## src/rtl/usb_pkt_rx.sv

```systemverilog
// USB 1.1 receive-side packet decoder: PID check, token/data/handshake split,
// CRC5/CRC16 residual checks and per-packet status flags from the UTMI byte stream.
module usb_pkt_rx #(
    parameter int MAX_PAYLOAD = 1023
) (
    input  logic        clk,
    input  logic        rst,
    input  logic [7:0]  rx_data,
    input  logic        rx_valid,
    input  logic        rx_active,
    input  logic        rx_error,
    output logic [3:0]  pid,
    output logic        pid_valid,
    output logic [6:0]  token_addr,
    output logic [3:0]  token_ep,
    output logic [10:0] frame_num,
    output logic        token_valid,
    output logic [7:0]  data_out,
    output logic        data_valid,
    output logic        data_done,
    output logic        crc5_err,
    output logic        crc16_err,
    output logic        pid_err,
    output logic        len_err,
    output logic        pkt_err
);
    localparam logic [2:0] IDLE = 3'd0, PID = 3'd1, TOK = 3'd2,
                           DATA = 3'd3, HSK = 3'd4, DROP = 3'd5;
    localparam int CNT_W = $clog2(MAX_PAYLOAD + 4) + 1;
    localparam logic [CNT_W-1:0] CNT_TWO = CNT_W'(2);
    localparam logic [CNT_W-1:0] FWD_MAX = CNT_W'(MAX_PAYLOAD + 1);
    localparam logic [CNT_W-1:0] LEN_MAX = CNT_W'(MAX_PAYLOAD + 2);
    localparam logic [3:0]  PID_SOF    = 4'b0101;
    localparam logic [4:0]  CRC5_GOOD  = 5'b01100;
    localparam logic [15:0] CRC16_GOOD = 16'h800D;

    logic [2:0]       state;
    logic             activePrev;
    logic [CNT_W-1:0] cnt;
    logic [7:0]       tokB1;
    logic [2:0]       tokB2Lo;
    logic [4:0]       crc5;
    logic [15:0]      crc16;
    logic [7:0]       hold0, hold1;
    logic             dropData;

    function automatic logic [4:0] crc5Byte(input logic [4:0] c, input logic [7:0] d);
        logic [4:0] r;
        r = c;
        for (int i = 0; i < 8; i++)
            r = {r[3:0], 1'b0} ^ ((d[i] ^ r[4]) ? 5'h05 : 5'h00);
        return r;
    endfunction

    function automatic logic [15:0] crc16Byte(input logic [15:0] c, input logic [7:0] d);
        logic [15:0] r;
        r = c;
        for (int i = 0; i < 8; i++)
            r = {r[14:0], 1'b0} ^ ((d[i] ^ r[15]) ? 16'h8005 : 16'h0000);
        return r;
    endfunction

    // A rising rx_active in IDLE may already carry the PID byte, so IDLE and PID share the check.
    logic start, pidPhase, pidOk;
    assign start    = (state == IDLE) && rx_active && !activePrev;
    assign pidPhase = (state == PID) || start;
    assign pidOk    = (rx_data[7:4] == ~rx_data[3:0]) && (rx_data[1:0] != 2'b00);

    always_ff @(posedge clk or negedge rst) begin
        if (!rst) begin
            state       <= IDLE;
            activePrev  <= 1'b1;
            cnt         <= '0;
            tokB1       <= '0;
            tokB2Lo     <= '0;
            crc5        <= '1;
            crc16       <= '1;
            hold0       <= '0;
            hold1       <= '0;
            dropData    <= 1'b0;
            pid         <= '0;
            pid_valid   <= 1'b0;
            token_addr  <= '0;
            token_ep    <= '0;
            frame_num   <= '0;
            token_valid <= 1'b0;
            data_out    <= '0;
            data_valid  <= 1'b0;
            data_done   <= 1'b0;
            crc5_err    <= 1'b0;
            crc16_err   <= 1'b0;
            pid_err     <= 1'b0;
            len_err     <= 1'b0;
            pkt_err     <= 1'b0;
        end else begin
            activePrev  <= rx_active;
            pid_valid   <= 1'b0;
            token_valid <= 1'b0;
            data_valid  <= 1'b0;
            data_done   <= 1'b0;
            if (pidPhase) begin
                if (!rx_active) begin
                    len_err <= 1'b1;
                    state   <= IDLE;
                end else if (rx_error) begin
                    pkt_err  <= 1'b1;
                    dropData <= 1'b0;
                    state    <= DROP;
                end else if (rx_valid) begin
                    crc5_err  <= 1'b0;
                    crc16_err <= 1'b0;
                    len_err   <= 1'b0;
                    pkt_err   <= 1'b0;
                    pid_err   <= !pidOk;
                    cnt       <= '0;
                    crc5      <= '1;
                    crc16     <= '1;
                    dropData  <= 1'b0;
                    if (!pidOk) begin
                        state <= DROP;
                    end else begin
                        pid       <= rx_data[3:0];
                        pid_valid <= 1'b1;
                        case (rx_data[1:0])
                            2'b01:   state <= TOK;
                            2'b11:   state <= DATA;
                            default: state <= HSK;
                        endcase
                    end
                end else begin
                    state <= PID;
                end
            end else if (state != IDLE) begin
                if (!rx_active) begin
                    case (state)
                        TOK: begin
                            if (cnt != CNT_TWO)    len_err  <= 1'b1;
                            if (crc5 != CRC5_GOOD) crc5_err <= 1'b1;
                            if (cnt == CNT_TWO && crc5 == CRC5_GOOD) begin
                                token_valid <= 1'b1;
                                token_addr  <= tokB1[6:0];
                                token_ep    <= {tokB2Lo, tokB1[7]};
                                if (pid == PID_SOF) frame_num <= {tokB2Lo, tokB1};
                            end
                        end
                        DATA: begin
                            data_done <= 1'b1;
                            if (cnt < CNT_TWO || crc16 != CRC16_GOOD) crc16_err <= 1'b1;
                            if (cnt > LEN_MAX) len_err <= 1'b1;
                        end
                        DROP:    if (dropData) data_done <= 1'b1;
                        default: ;
                    endcase
                    dropData <= 1'b0;
                    state    <= IDLE;
                end else if (rx_error) begin
                    pkt_err <= 1'b1;
                    if (state == DATA) dropData <= 1'b1;
                    state <= DROP;
                end else if (rx_valid) begin
                    if (cnt != '1) cnt <= cnt + 1'b1;
                    case (state)
                        TOK: begin
                            if (cnt == '0) tokB1 <= rx_data;
                            if (cnt == CNT_W'(1)) tokB2Lo <= rx_data[2:0];
                            if (cnt < CNT_TWO) crc5 <= crc5Byte(crc5, rx_data);
                        end
                        DATA: begin
                            // Two bytes stay held back so the trailing CRC never reaches data_out.
                            crc16 <= crc16Byte(crc16, rx_data);
                            hold0 <= rx_data;
                            hold1 <= hold0;
                            if (cnt >= CNT_TWO && cnt <= FWD_MAX) begin
                                data_out   <= hold1;
                                data_valid <= 1'b1;
                            end
                        end
                        HSK:     len_err <= 1'b1;
                        default: ;
                    endcase
                end
            end
        end
    end
endmodule

```

## config.mk

```make
export PLATFORM = sky130hd
export DESIGN_NAME = usb_pkt_rx
export DESIGN_NICKNAME = d
export VERILOG_FILES = /design/src/rtl/usb_pkt_rx.sv
export SDC_FILE = /design/constraint.sdc
export NUM_CORES = 1
export LEC_CHECK = 0
export ABC_AREA = 0
export BUFFER_PORTS_ARGS = -buffer_cell sky130_fd_sc_hd__buf_2
export CORE_ASPECT_RATIO = 1.25
export CORE_MARGIN = 4
export CORE_UTILIZATION = 59
export CTS_CLUSTER_DIAMETER = 150
export DETAILED_ROUTE_END_ITERATION = 8
export PLACE_DENSITY = 0.8
export SLEW_MARGIN = 5
export SYNTH_ARGS = -nofsm -noshare
export SYNTH_HDL_FRONTEND = slang
export SYNTH_SLANG_ARGS = --single-unit
```

## constraint.sdc

```tcl
create_clock -name clk -period 3.2 [get_ports clk]
set_clock_uncertainty 0.05 [all_clocks]
set_input_delay 0.32 -clock clk [delete_from_list [all_inputs] [get_ports clk]]
set_output_delay 0.32 -clock clk [all_outputs]
set_load 0.02 [all_outputs]
```

==> impl_metrics.csv, run 1 <==
group,metric,value,unit
synthesis,syn-cell-area,5420,um2
synthesis,yosysTopAreaCell,"sky130_fd_sc_hd__dfrtp_1",
cells_and_area,fillers,676,
route,drt-wirelength-per-cell,17.5,um
sta,timing.fmax,375,MHz
route,antenna_violating_nets_post_route,0,
critical_path,timing.critical_path.fanout_max,14,
route,met2_wire_len,5740,um
sta,timing_hold_violations_final,0,
route,initialDrtViolationCount,129,
grt,grt_max_degree,60,
critical_path,max_stage_delay,0.58,ns
cts,clock-sinks,108,
die,initial_core_util,61.2,%
synthesis,synth_nets,474,
pwr,powerDensity,654,nW/um2
cts,post_cts.repair.setup_buffers,0,
cts,number_of_buffers_inserted_by_hold_repair_at_cts,1,
route,wl_met3,434,um
cts,insertion_delay,0.36,ns
route,maxUsedRoutingLayer,"met4",
die,die_width,93.7,um
critical_path,endpoint_kind,"flip-flop",
grt,grtUsageTotal,21.9,%
synthesis,postSynthRegisterBits,108,
cts,post_cts_resized,0,
hold_path,timing.hold.worst.class,"input pin to flip-flop",
cts,cts.root.buffer_cell,"sky130_fd_sc_hd__clkbuf_8",
pwr,total_leakage_power,0.00282,uW
route,met1Wirelength,4690,um
grt,grt_antenna_before_repair,0,
grt,grt_pass1_vias,3701,
cells_and_area,final_net_count,522,
cts,tritoncts_clock_tree,"done",
sta,final.setup.tns,0,ns
pwr,worst_ir_drop_vdd,355,uV
sta,layout_worst_path_cycle_share,83.2,%
grt,global_route_wire_length_before_repair,18700,um
sta,setup_viol_count_final,0,
cells_and_area,n_antenna_cell,0,
critical_path,crit_arrival,2.89,ns
critical_path,cp_slowest_cell,"sky130_fd_sc_hd__dfstp_2",
run_status,status,"finished clean",
die,core,8840,um2
synthesis,post_synth_main_area_contributors,"sky130_fd_sc_hd__dfrtp_1 (40%), sky130_fd_sc_hd__dfstp_2 (11%), sky130_fd_sc_hd__mux2_2 (7.5%), sky130_fd_sc_hd__mux2_4 (5.0%), sky130_fd_sc_hd__xnor2_1 (4.7%)",
critical_path,crit_chain,"nor2b_1 -> o21a_1 -> ha_1 -> a2111oi_4 -> o31ai_2 -> or3_1 -> a21oi_1",
route,detailed_routing_iterations_pass_1,4,
synthesis,seq_area_frac_synth,50.4,%
place,dpl.hpwl,7990,um
cells_and_area,syn2layout_area_growth,10.4,%
place,buffer_ports.inserted,55,
synthesis,synth_ff_type,"sky130_fd_sc_hd__dfrtp_1",
route,post-route-drc-count,0,
sta,rsz0062_at_grt,"false",
sta,final.min_clock_period,2.66,ns
cts,cts_max_level,3,
sta,report.final.slew_viol_count,0,
synthesis,avgSynthCellArea,12.0,um2
die,floorplan.die.height,115,um
cts,cts-buffers-inserted,9,
synthesis,synthesis.instances,453,
critical_path,cp.required,3.43,ns
synthesis,synth_top_area_share,39.7,%
synthesis,synth_edf_count,0,
grt,total_overflow_reported_by_the_global_router,0,
cts,maximum_buffer_depth_of_the_clock_tree,2,
route,routed_wl,10900,um
sta,worst_pin_slew,0.749,ns
synthesis,async_flop_share,100,%
route,route.detailed.vias_per_inst,5.75,
critical_path,criticalPathCategory,"flip-flop to flip-flop",
place,post_dp_cell_area,5770,um2
critical_path,timing.critical_path.from_type,"flip-flop",
die,standard_cell_rows,38,
critical_path,timing.critical_path.max_delay_family,"compound AO/OA/AOI/OAI gates",
route,detailed_route_via_count,3601,
cts,cts.clk_slew.worst_paths,0.09,ns
die,design.portCount,56,
die,die-area,10800,um2
cells_and_area,layout.cell_area.non_filler,5980,um2
place,gpl.final_weighted_congestion,0.922,
critical_path,cp.buffers_inverters,0,
flow_run,max-cap-violations,0,
synthesis,yosysWarnings,0,
synthesis,synth.distinct_cells,58,
sta,slew_headroom,50.0,%
cells_and_area,final_layout_size_suffix_gt1_share,32.4,%
## final timing paths
kind | to | cells after the start | slack [ns] | from
max in group asynchronous | crc16[10] | 3 | 1.81 | rst
worst min-delay path | activePrev | 1 | 0.11 | rx_active
worst max register to register | cnt[7] | 7 | 0.54 | activePrev
min in group asynchronous | data_out[2] | 2 | 0.51 | rst
worst max-delay path | cnt[7] | 7 | 0.54 | activePrev
worst min register to register | hold0[4] | 2 | 0.44 | hold0[4]
## per-layer routing
| layer | GRT usage, % | up-vias |
|---|---|---|
| met2 | 38.1 | 83 |
| li1 | - | 1714 |
| met3 | 3.60 | 9 |
| met5 | 0 | - |
| met1 | 28.2 | 1795 |
| met4 | 6.07 | 0 |
## worst reg2reg max path, stage by stage, from the launching register on
cell and delay (ns):
sky130_fd_sc_hd__dfstp_2 0.58, sky130_fd_sc_hd__nor2b_1 0.08, sky130_fd_sc_hd__o21a_1 0.25, sky130_fd_sc_hd__ha_1 0.32, sky130_fd_sc_hd__a2111oi_4 0.48, sky130_fd_sc_hd__o31ai_2 0.28
sky130_fd_sc_hd__or3_1 0.40, sky130_fd_sc_hd__a21oi_1 0.15
## placed cells by master, fill, tap and decap left out, types with 4 or more instances in the layout
cell / n
sky130_fd_sc_hd__o21a_1: 4
sky130_fd_sc_hd__clkbuf_8: 10
sky130_fd_sc_hd__and2_1: 4
sky130_fd_sc_hd__dfstp_2: 22
sky130_fd_sc_hd__inv_1: 13
sky130_fd_sc_hd__nor2_1: 42
sky130_fd_sc_hd__nand2_1: 14
sky130_fd_sc_hd__xor2_1: 10
sky130_fd_sc_hd__a21oi_1: 19
sky130_fd_sc_hd__mux2_1: 8
sky130_fd_sc_hd__xnor2_1: 29
sky130_fd_sc_hd__or3_1: 9
sky130_fd_sc_hd__nor2b_1: 5
sky130_fd_sc_hd__buf_2: 54
sky130_fd_sc_hd__nor3_1: 7
sky130_fd_sc_hd__and4_1: 5
sky130_fd_sc_hd__ha_1: 8
sky130_fd_sc_hd__a31oi_1: 15
sky130_fd_sc_hd__nand4_1: 5
sky130_fd_sc_hd__o21ai_0: 13
sky130_fd_sc_hd__mux2_4: 18
sky130_fd_sc_hd__buf_4: 7
sky130_fd_sc_hd__mux2_2: 36
sky130_fd_sc_hd__dfrtp_1: 86
## area by class of cell
cell class,count,area [um2],area share (%)
Timing Repair Buffer,63,353,5.90
Multi-Input combinational cell,305,2500,41.8
Sequential cell,108,2730,45.7
Tap cell,120,150,2.51
Clock buffer,13,149,2.49
Inverter,14,52.6,0.879
Clock inverter,3,46.3,0.774
## sequential cells by signal (all words and copies together) (netlist names), 3 cells and up
signal      flops
state           3
data_out        8
tokB2Lo         3
crc5            5
token_ep        4
frame_num      11
tokB1           8
pid             4
token_addr      7
hold1           8
cnt            12
hold0           8
crc16          16
## kinds of logic after synthesis
kind of cell | after synthesis | share of synthesized area, %
adder cells (fa/ha/maj) | 8 | 1.85
buffers and inverters | 40 | 3.60
flip-flops | 108 | 50.4
AO/OA/AOI/OAI | 73 | 9.66
AND/OR/NAND/NOR | 118 | 12.4
multiplexers | 64 | 14.5
XOR/XNOR | 42 | 7.55
## Yosys cell counts (all sizes together) (6+ instances only)
| cell type | n |
|---|---|
| nor3 | 7 |
| dfstp | 22 |
| a31oi | 15 |
| dfrtp | 86 |
| o21ai | 13 |
| nand2 | 14 |
| xnor2 | 29 |
| mux2 | 62 |
| inv | 14 |
| ha | 8 |
| a21oi | 19 |
| buf | 14 |
| clkbuf | 12 |
| nor2 | 42 |
| xor2 | 10 |
| nor4 | 6 |
| or3 | 9 |
## power by group
group          leakage [uW]  switching [uW]  internal, uW
Combinational       0.00132             646           631
Clock             0.0000943             432           388
Sequential          0.00141             181          1630
Total               0.00282            1260          2650
## through the flow
stage,power (uW),hold WS [ns],util [%],setup slack [ns],std cells
after global routing,4170,0.0998,67.6,0.369,626
after CTS,3950,0.0807,67.6,0.527,626
after detailed placement,3110,0.389,65.3,0.508,609
after floorplan,2830,-0.0256,-,0.605,453
final,3910,0.110,67.6,0.536,626
after global placement,3070,0.377,65.3,0.623,609
Note: power is estimated with default switching activity, not from simulation.
==> run 2: changes to the inputs <==
CORE_UTILIZATION = 53   (was 59)
PLACE_DENSITY = 0.76   (was 0.8)
clock period = 2.35 ns   (was 3.2 ns; I/O delays follow)
==> run 2 against run 1 <==
Net effect: the flow now finishes with violations (negative setup slack); via count increased by 6.6%; clock power grew 84%; total power is 50% higher; critical path depth up 1; flip-flop and latch count stayed put; setup slack worse by 0.55 ns; critical endpoint is now cnt[6]; largest cell class unchanged.
==> impl_metrics.csv, run 2 (synthesis results as in run 1) <==
group,metric,value,unit
run_status,status,"complete, but fails checks",
run_status,failed_checks,"negative setup slack",
hold_path,hold_path_end,"activePrev",
cts,tritoncts_clock_tree,"done",
critical_path,cp.buffers_inverters,1,
place,dpl.cell_count,645,
critical_path,endpoint_kind,"flip-flop",
cells_and_area,layout_top_registers,"crc16: 16 flops, cnt: 12 flops, frame_num: 11 flops",
route,routed_wl,12300,um
critical_path,worstSetupStartpoint,"activePrev",
pwr,total_leakage_power,0.00308,uW
flow_run,max-cap-violations,0,
place,gpl.final_weighted_congestion,0.871,
place,post_dp_cell_area,6030,um2
cells_and_area,largest_reg_flops,16,
sta,timing_hold_violations_final,0,
route,detailed_routing_iterations_pass_1,5,
route,post-route-drc-count,0,
die,design.portCount,56,
cells_and_area,register_area,2730,um2
cts,cts.clk_slew.worst_paths,0.08,ns
place,place_ws,-0.0282,ns
critical_path,timing.critical_path.fanout_max,7,
critical_path,ff2ff_setup_slack,-0.02,ns
cells_and_area,final_layout_size_suffix_gt1_share,40.3,%
critical_path,max_stage_delay,0.59,ns
sta,worst_hold_slack,0.156,ns
cells_and_area,syn2layout_area_growth,20.2,%
cells_and_area,most_common_cell_after_layout_fill_and_taps_aside,"sky130_fd_sc_hd__dfrtp_1",
critical_path,timing.critical_path.max_delay_family,"compound AO/OA/AOI/OAI gates",
cts,cts_max_level,3,
critical_path,ff2ff_path_depth,8,
cells_and_area,layout.cell_area.non_filler,6510,um2
cells_and_area,multi_input_comb_area,2630,um2
sta,timing.fmax,422,MHz
cells_and_area,mostFrequentLayoutCells,"sky130_fd_sc_hd__dfrtp_1 (86), sky130_fd_sc_hd__buf_2 (54), sky130_fd_sc_hd__nor2_1 (42), sky130_fd_sc_hd__buf_4 (36), sky130_fd_sc_hd__mux2_2 (35)",
cts,cts-buffers-inserted,9,
route,detailed_route_via_count,3840,
pwr,worst_ir_drop_vdd,489,uV
place,buffer_ports.inserted,55,
critical_path,criticalPathCategory,"flip-flop to flip-flop",
route,initialDrtViolationCount,131,
grt,grt_antenna_before_repair,0,
die,floorplan.die.height,121,um
cts,clock-sinks,108,
cells_and_area,fillers,777,
die,initial_core_util,53.9,%
pwr,powerDensity,902,nW/um2
sta,layout_worst_path_cycle_share,101,%
cells_and_area,final_net_count,557,
sta,slew_headroom,59.1,%
hold_path,timing.hold.worst.class,"input pin to flip-flop",
sta,postLayoutSetupSlackWorst,-0.0180,ns
sta,report.final.slew_viol_count,0,
critical_path,worstReg2RegEnd,"cnt[6]",
critical_path,r2r_start,"activePrev",
route,antenna_violating_nets_post_route,0,
cts,maximum_buffer_depth_of_the_clock_tree,2,
cells_and_area,instances_no_fill,670,
cts,insertion_delay,0.35,ns
grt,global_route_wire_length_before_repair,19900,um
route,route.detailed.vias_per_inst,5.73,
sta,worst_pin_slew,0.606,ns
route,drt-wirelength-per-cell,18.3,um
critical_path,crit_arrival,2.59,ns
cells_and_area,top_register,"crc16",
hold_path,timing.hold.worst_path_depth,2,
cells_and_area,final_standard_cell_utilization_of_the_core,64.8,%
sta,final.min_clock_period,2.37,ns
die,die_width,98.4,um
critical_path,timing.critical_path.from_type,"flip-flop",
place,dpl.hpwl,8430,um
grt,grt_pass1_vias,3846,
die,die-area,11900,um2
sta,rsz0062_at_grt,"true",
sta,setup_viol_count_final,2,
grt,grtUsageTotal,20.9,%
hold_path,holdCritStartpoint,"rx_active",
die,standard_cell_rows,41,
die,core,10100,um2
cts,cts.root.buffer_cell,"sky130_fd_sc_hd__clkbuf_16",
critical_path,cp_slowest_cell,"sky130_fd_sc_hd__dfstp_2",
critical_path,cp.required,2.58,ns
grt,total_overflow_reported_by_the_global_router,0,
grt,grt_max_degree,75,
critical_path,crit_chain,"nor2b_4 -> o21a_4 -> ha_4 -> a2111oi_4 -> buf_6 -> o311ai_4 -> or3_4 -> a21oi_2",
cells_and_area,n_antenna_cell,0,
[run 2: what timing repair did]
item	4_1_cts	5_1_grt
pin swaps	0	14
resized for setup	2	24
gates cloned	1	1
endpoints found under the hold margin	17	0
buffers inserted	0	6
hold buffers	1	0
endpoints found under the setup margin	9	41
[run 2: metal layers]
layer	routed length, um	vias up	GRT usage (%)
li1	-	1785	-
met1	5260	1897	27.5
met2	6090	124	34.3
met3	505	34	3.05
met4	400	0	9.48
met5	0	-	0
[run 2: cell type report]
class / instances / area share, %
multi-input cells: 307 / 40.4
clock buffers: 9 / 3.46
well taps: 129 / 2.48
inverters: 14 / 0.807
clock inverters: 7 / 1.21
flip-flops and latches: 108 / 41.9
repair buffers: 96 / 9.72
[run 2: how the worst max path moves through the flow]
stage                     depth (start not counted)            end
after detailed placement                          6    data_out[3]
after global routing                              8         cnt[6]
after global placement                            6    data_out[6]
final                                             8         cnt[6]
after CTS                                         5   frame_num[8]
after floorplan                                   9  frame_num[10]
[run 2: where the power goes]
| part | internal (uW) | switching, uW | total, uW | leakage [uW] |
|---|---|---|---|---|
| logic | 938 | 975 | 1910 | 0.00152 |
| clock network | 759 | 754 | 1510 | 0.000148 |
| registers | 2230 | 220 | 2450 | 0.00141 |
[run 2: stage by stage]
stage,total power (uW),setup TNS [ns]
2_1_floorplan,3870,0
3_3_place_gp,4270,0
3_5_place_dp,4330,-0.177
4_1_cts,5880,0
5_1_grt,6220,-0.319
6_report,5870,-0.0291
==> run 3: changes to the inputs <==
TNS_END_PERCENT = 20   (was not set)
==> run 3 against run 2 <==
Net effect: the run still ends with negative setup slack left; count of clock-buffer cells in the layout unchanged; cell area fell by 0.56%; flip-flop and latch count did not move; critical path depth unchanged; critical endpoint unchanged; largest cell class unchanged; highest routed layer unchanged.
==> impl_metrics.csv, run 3 (synthesis results as in run 1) <==
group,metric,value,unit
cells_and_area,layout.cell_area.non_filler,6480,um2
route,antenna_violating_nets_post_route,0,
pwr,power.share.sequential,41.6,%
cells_and_area,layout_top_registers,"crc16: 16 flops, cnt: 12 flops, frame_num: 11 flops",
grt,grt_antenna_before_repair,0,
route,initialDrtViolationCount,121,
hold_path,hold_path_end,"activePrev",
grt,grt_pass1_vias,3838,
cells_and_area,largest_reg_flops,16,
cts,cts.clk_slew.worst_paths,0.08,ns
critical_path,crit_chain,"nor2b_4 -> o21a_4 -> ha_4 -> a2111oi_4 -> buf_6 -> o311ai_4 -> or3_4 -> a21oi_2",
cts,tritoncts_clock_tree,"done",
place,buffer_ports.inserted,55,
sta,final.min_clock_period,2.37,ns
grt,total_overflow_reported_by_the_global_router,0,
sta,slew_headroom,60.3,%
cts,cts.root.buffer_cell,"sky130_fd_sc_hd__clkbuf_16",
sta,worst_hold_slack,0.150,ns
critical_path,criticalPathCategory,"flip-flop to flip-flop",
cts,cts-buffers-inserted,9,
pwr,total_leakage_power,0.00307,uW
cts,clock-sinks,108,
route,routed_wl,12100,um
cells_and_area,final_net_count,555,
critical_path,cp_depth,8,
place,post_dp_cell_area,6030,um2
route,drt-wirelength-per-cell,18.2,um
pwr,power.total,5880,uW
cells_and_area,final_layout_size_suffix_gt1_share,39.7,%
sta,postLayoutSetupSlackWorst,-0.0190,ns
die,die-area,11900,um2
cts,cts_max_level,3,
die,standard_cell_rows,41,
critical_path,cp.buffers_inverters,1,
pwr,combinationalPowerShare,32.6,%
sta,timing.fmax,422,MHz
cts,maximum_buffer_depth_of_the_clock_tree,2,
flow_run,max-cap-violations,0,
place,dpl.hpwl,8430,um
critical_path,cp.required,2.58,ns
cells_and_area,fillers,787,
critical_path,timing.critical_path.from_type,"flip-flop",
run_status,status,"complete, but fails checks",
sta,rsz0062_at_grt,"true",
die,die_width,98.4,um
die,core,10100,um2
critical_path,ff2ff_path_depth,8,
hold_path,timing.hold.worst.class,"input pin to flip-flop",
pwr,worst_ir_drop_vdd,489,uV
hold_path,timing.hold.worst_path_depth,2,
critical_path,crit_arrival,2.60,ns
sta,setup_viol_count_final,2,
hold_path,holdCritStartpoint,"rx_active",
route,post-route-drc-count,0,
cells_and_area,most_common_cell_after_layout_fill_and_taps_aside,"sky130_fd_sc_hd__dfrtp_1",
sta,layout_worst_path_cycle_share,101,%
die,floorplan.die.height,121,um
route,detailed_route_via_count,3809,
critical_path,r2r_start,"activePrev",
pwr,power.internal,3930,uW
cells_and_area,syn2layout_area_growth,19.6,%
critical_path,timing.critical_path.max_delay_family,"compound AO/OA/AOI/OAI gates",
critical_path,endpoint_kind,"flip-flop",
route,route.detailed.vias_per_inst,5.70,
die,initial_core_util,53.9,%
critical_path,timing.critical_path.fanout_max,7,
pwr,powerDensity,908,nW/um2
cells_and_area,n_antenna_cell,0,
cells_and_area,top_register,"crc16",
grt,global_route_wire_length_before_repair,19700,um
sta,worst_pin_slew,0.591,ns
critical_path,ff2ff_setup_slack,-0.02,ns
pwr,clock_power_share,25.8,%
pwr,power.net_switching,1950,uW
grt,grtUsageTotal,20.7,%
critical_path,cp_slowest_cell,"sky130_fd_sc_hd__dfstp_2",
grt,grt_max_degree,75,
cts,insertion_delay,0.35,ns
pwr,sw_frac_of_total,33.2,%
place,gpl.final_weighted_congestion,0.871,
cells_and_area,mostFrequentLayoutCells,"sky130_fd_sc_hd__dfrtp_1 (86), sky130_fd_sc_hd__buf_2 (54), sky130_fd_sc_hd__nor2_1 (42), sky130_fd_sc_hd__mux2_2 (36), sky130_fd_sc_hd__buf_4 (34)",
critical_path,max_stage_delay,0.59,ns
run_status,failed_checks,"negative setup slack",
route,detailed_routing_iterations_pass_1,5,
critical_path,worstReg2RegEnd,"cnt[6]",
sta,timing_hold_violations_final,0,
die,design.portCount,56,
sta,report.final.slew_viol_count,0,
## run 3: cell count changes in the layout (fill, tap and decap cells not counted), sizes merged
cell,before,now
buf,95,93
## run 3: per-layer routing
metal	global-route usage, %	share of wire [%]	up-vias
li1	-	-	1784
met1	27.4	43	1912
met2	33.8	50	91
met3	3.05	4.5	22
met4	9.48	2.3	0
met5	0	0	-
## run 3: per-stage QoR
stage	worst slack (ns)	TNS [ns]	cells	util [%]
after floorplan	0.00560	0	453	-
after global placement	0.0111	0	645	59.9
after detailed placement	-0.0282	-0.177	645	59.9
after CTS	0.00225	0	662	63.1
after global routing	-0.0775	-0.444	668	64.4
final	-0.0190	-0.0253	668	64.4
## run 3: power by group through the flow
stage	registers, uW	clock network [uW]	logic, uW
finish	2440	1520	1920
global route	2480	1630	2110
CTS	2440	1550	1890
detailed placement	2470	0	1860
global placement	2460	0	1810
floorplan	2470	0	1400
## run 3: worst max-delay path by stage
stage / startpoint / to / slack [ns]
floorplan: activePrev / frame_num[10] / 0.006
global placement: cnt[6] / data_out[6] / 0.01
detailed placement: cnt[6] / data_out[3] / -0.03
CTS: cnt[6] / frame_num[0] / 0.002
global route: activePrev / cnt[6] / -0.08
finish: activePrev / cnt[6] / -0.02
## run 3: cell type report
type                       count  area [um2]  share of cell area, %
clock inverter                 7        78.8                   1.22
inverter                      14        52.6                  0.811
clock buffer                   9         225                   3.48
tap                          129         161                   2.49
timing repair buffer          94         618                   9.54
sequential                   108        2730                   42.2
multi-input combinational    307        2610                   40.3
## run 3: timing repair
action,CTS,global route
setup buffers,0,4
setup endpoints to repair,9,44
pin swaps,1,8
resized for setup,1,22
hold buffers,1,0
cloned,0,2
endpoints found under the hold margin,17,0
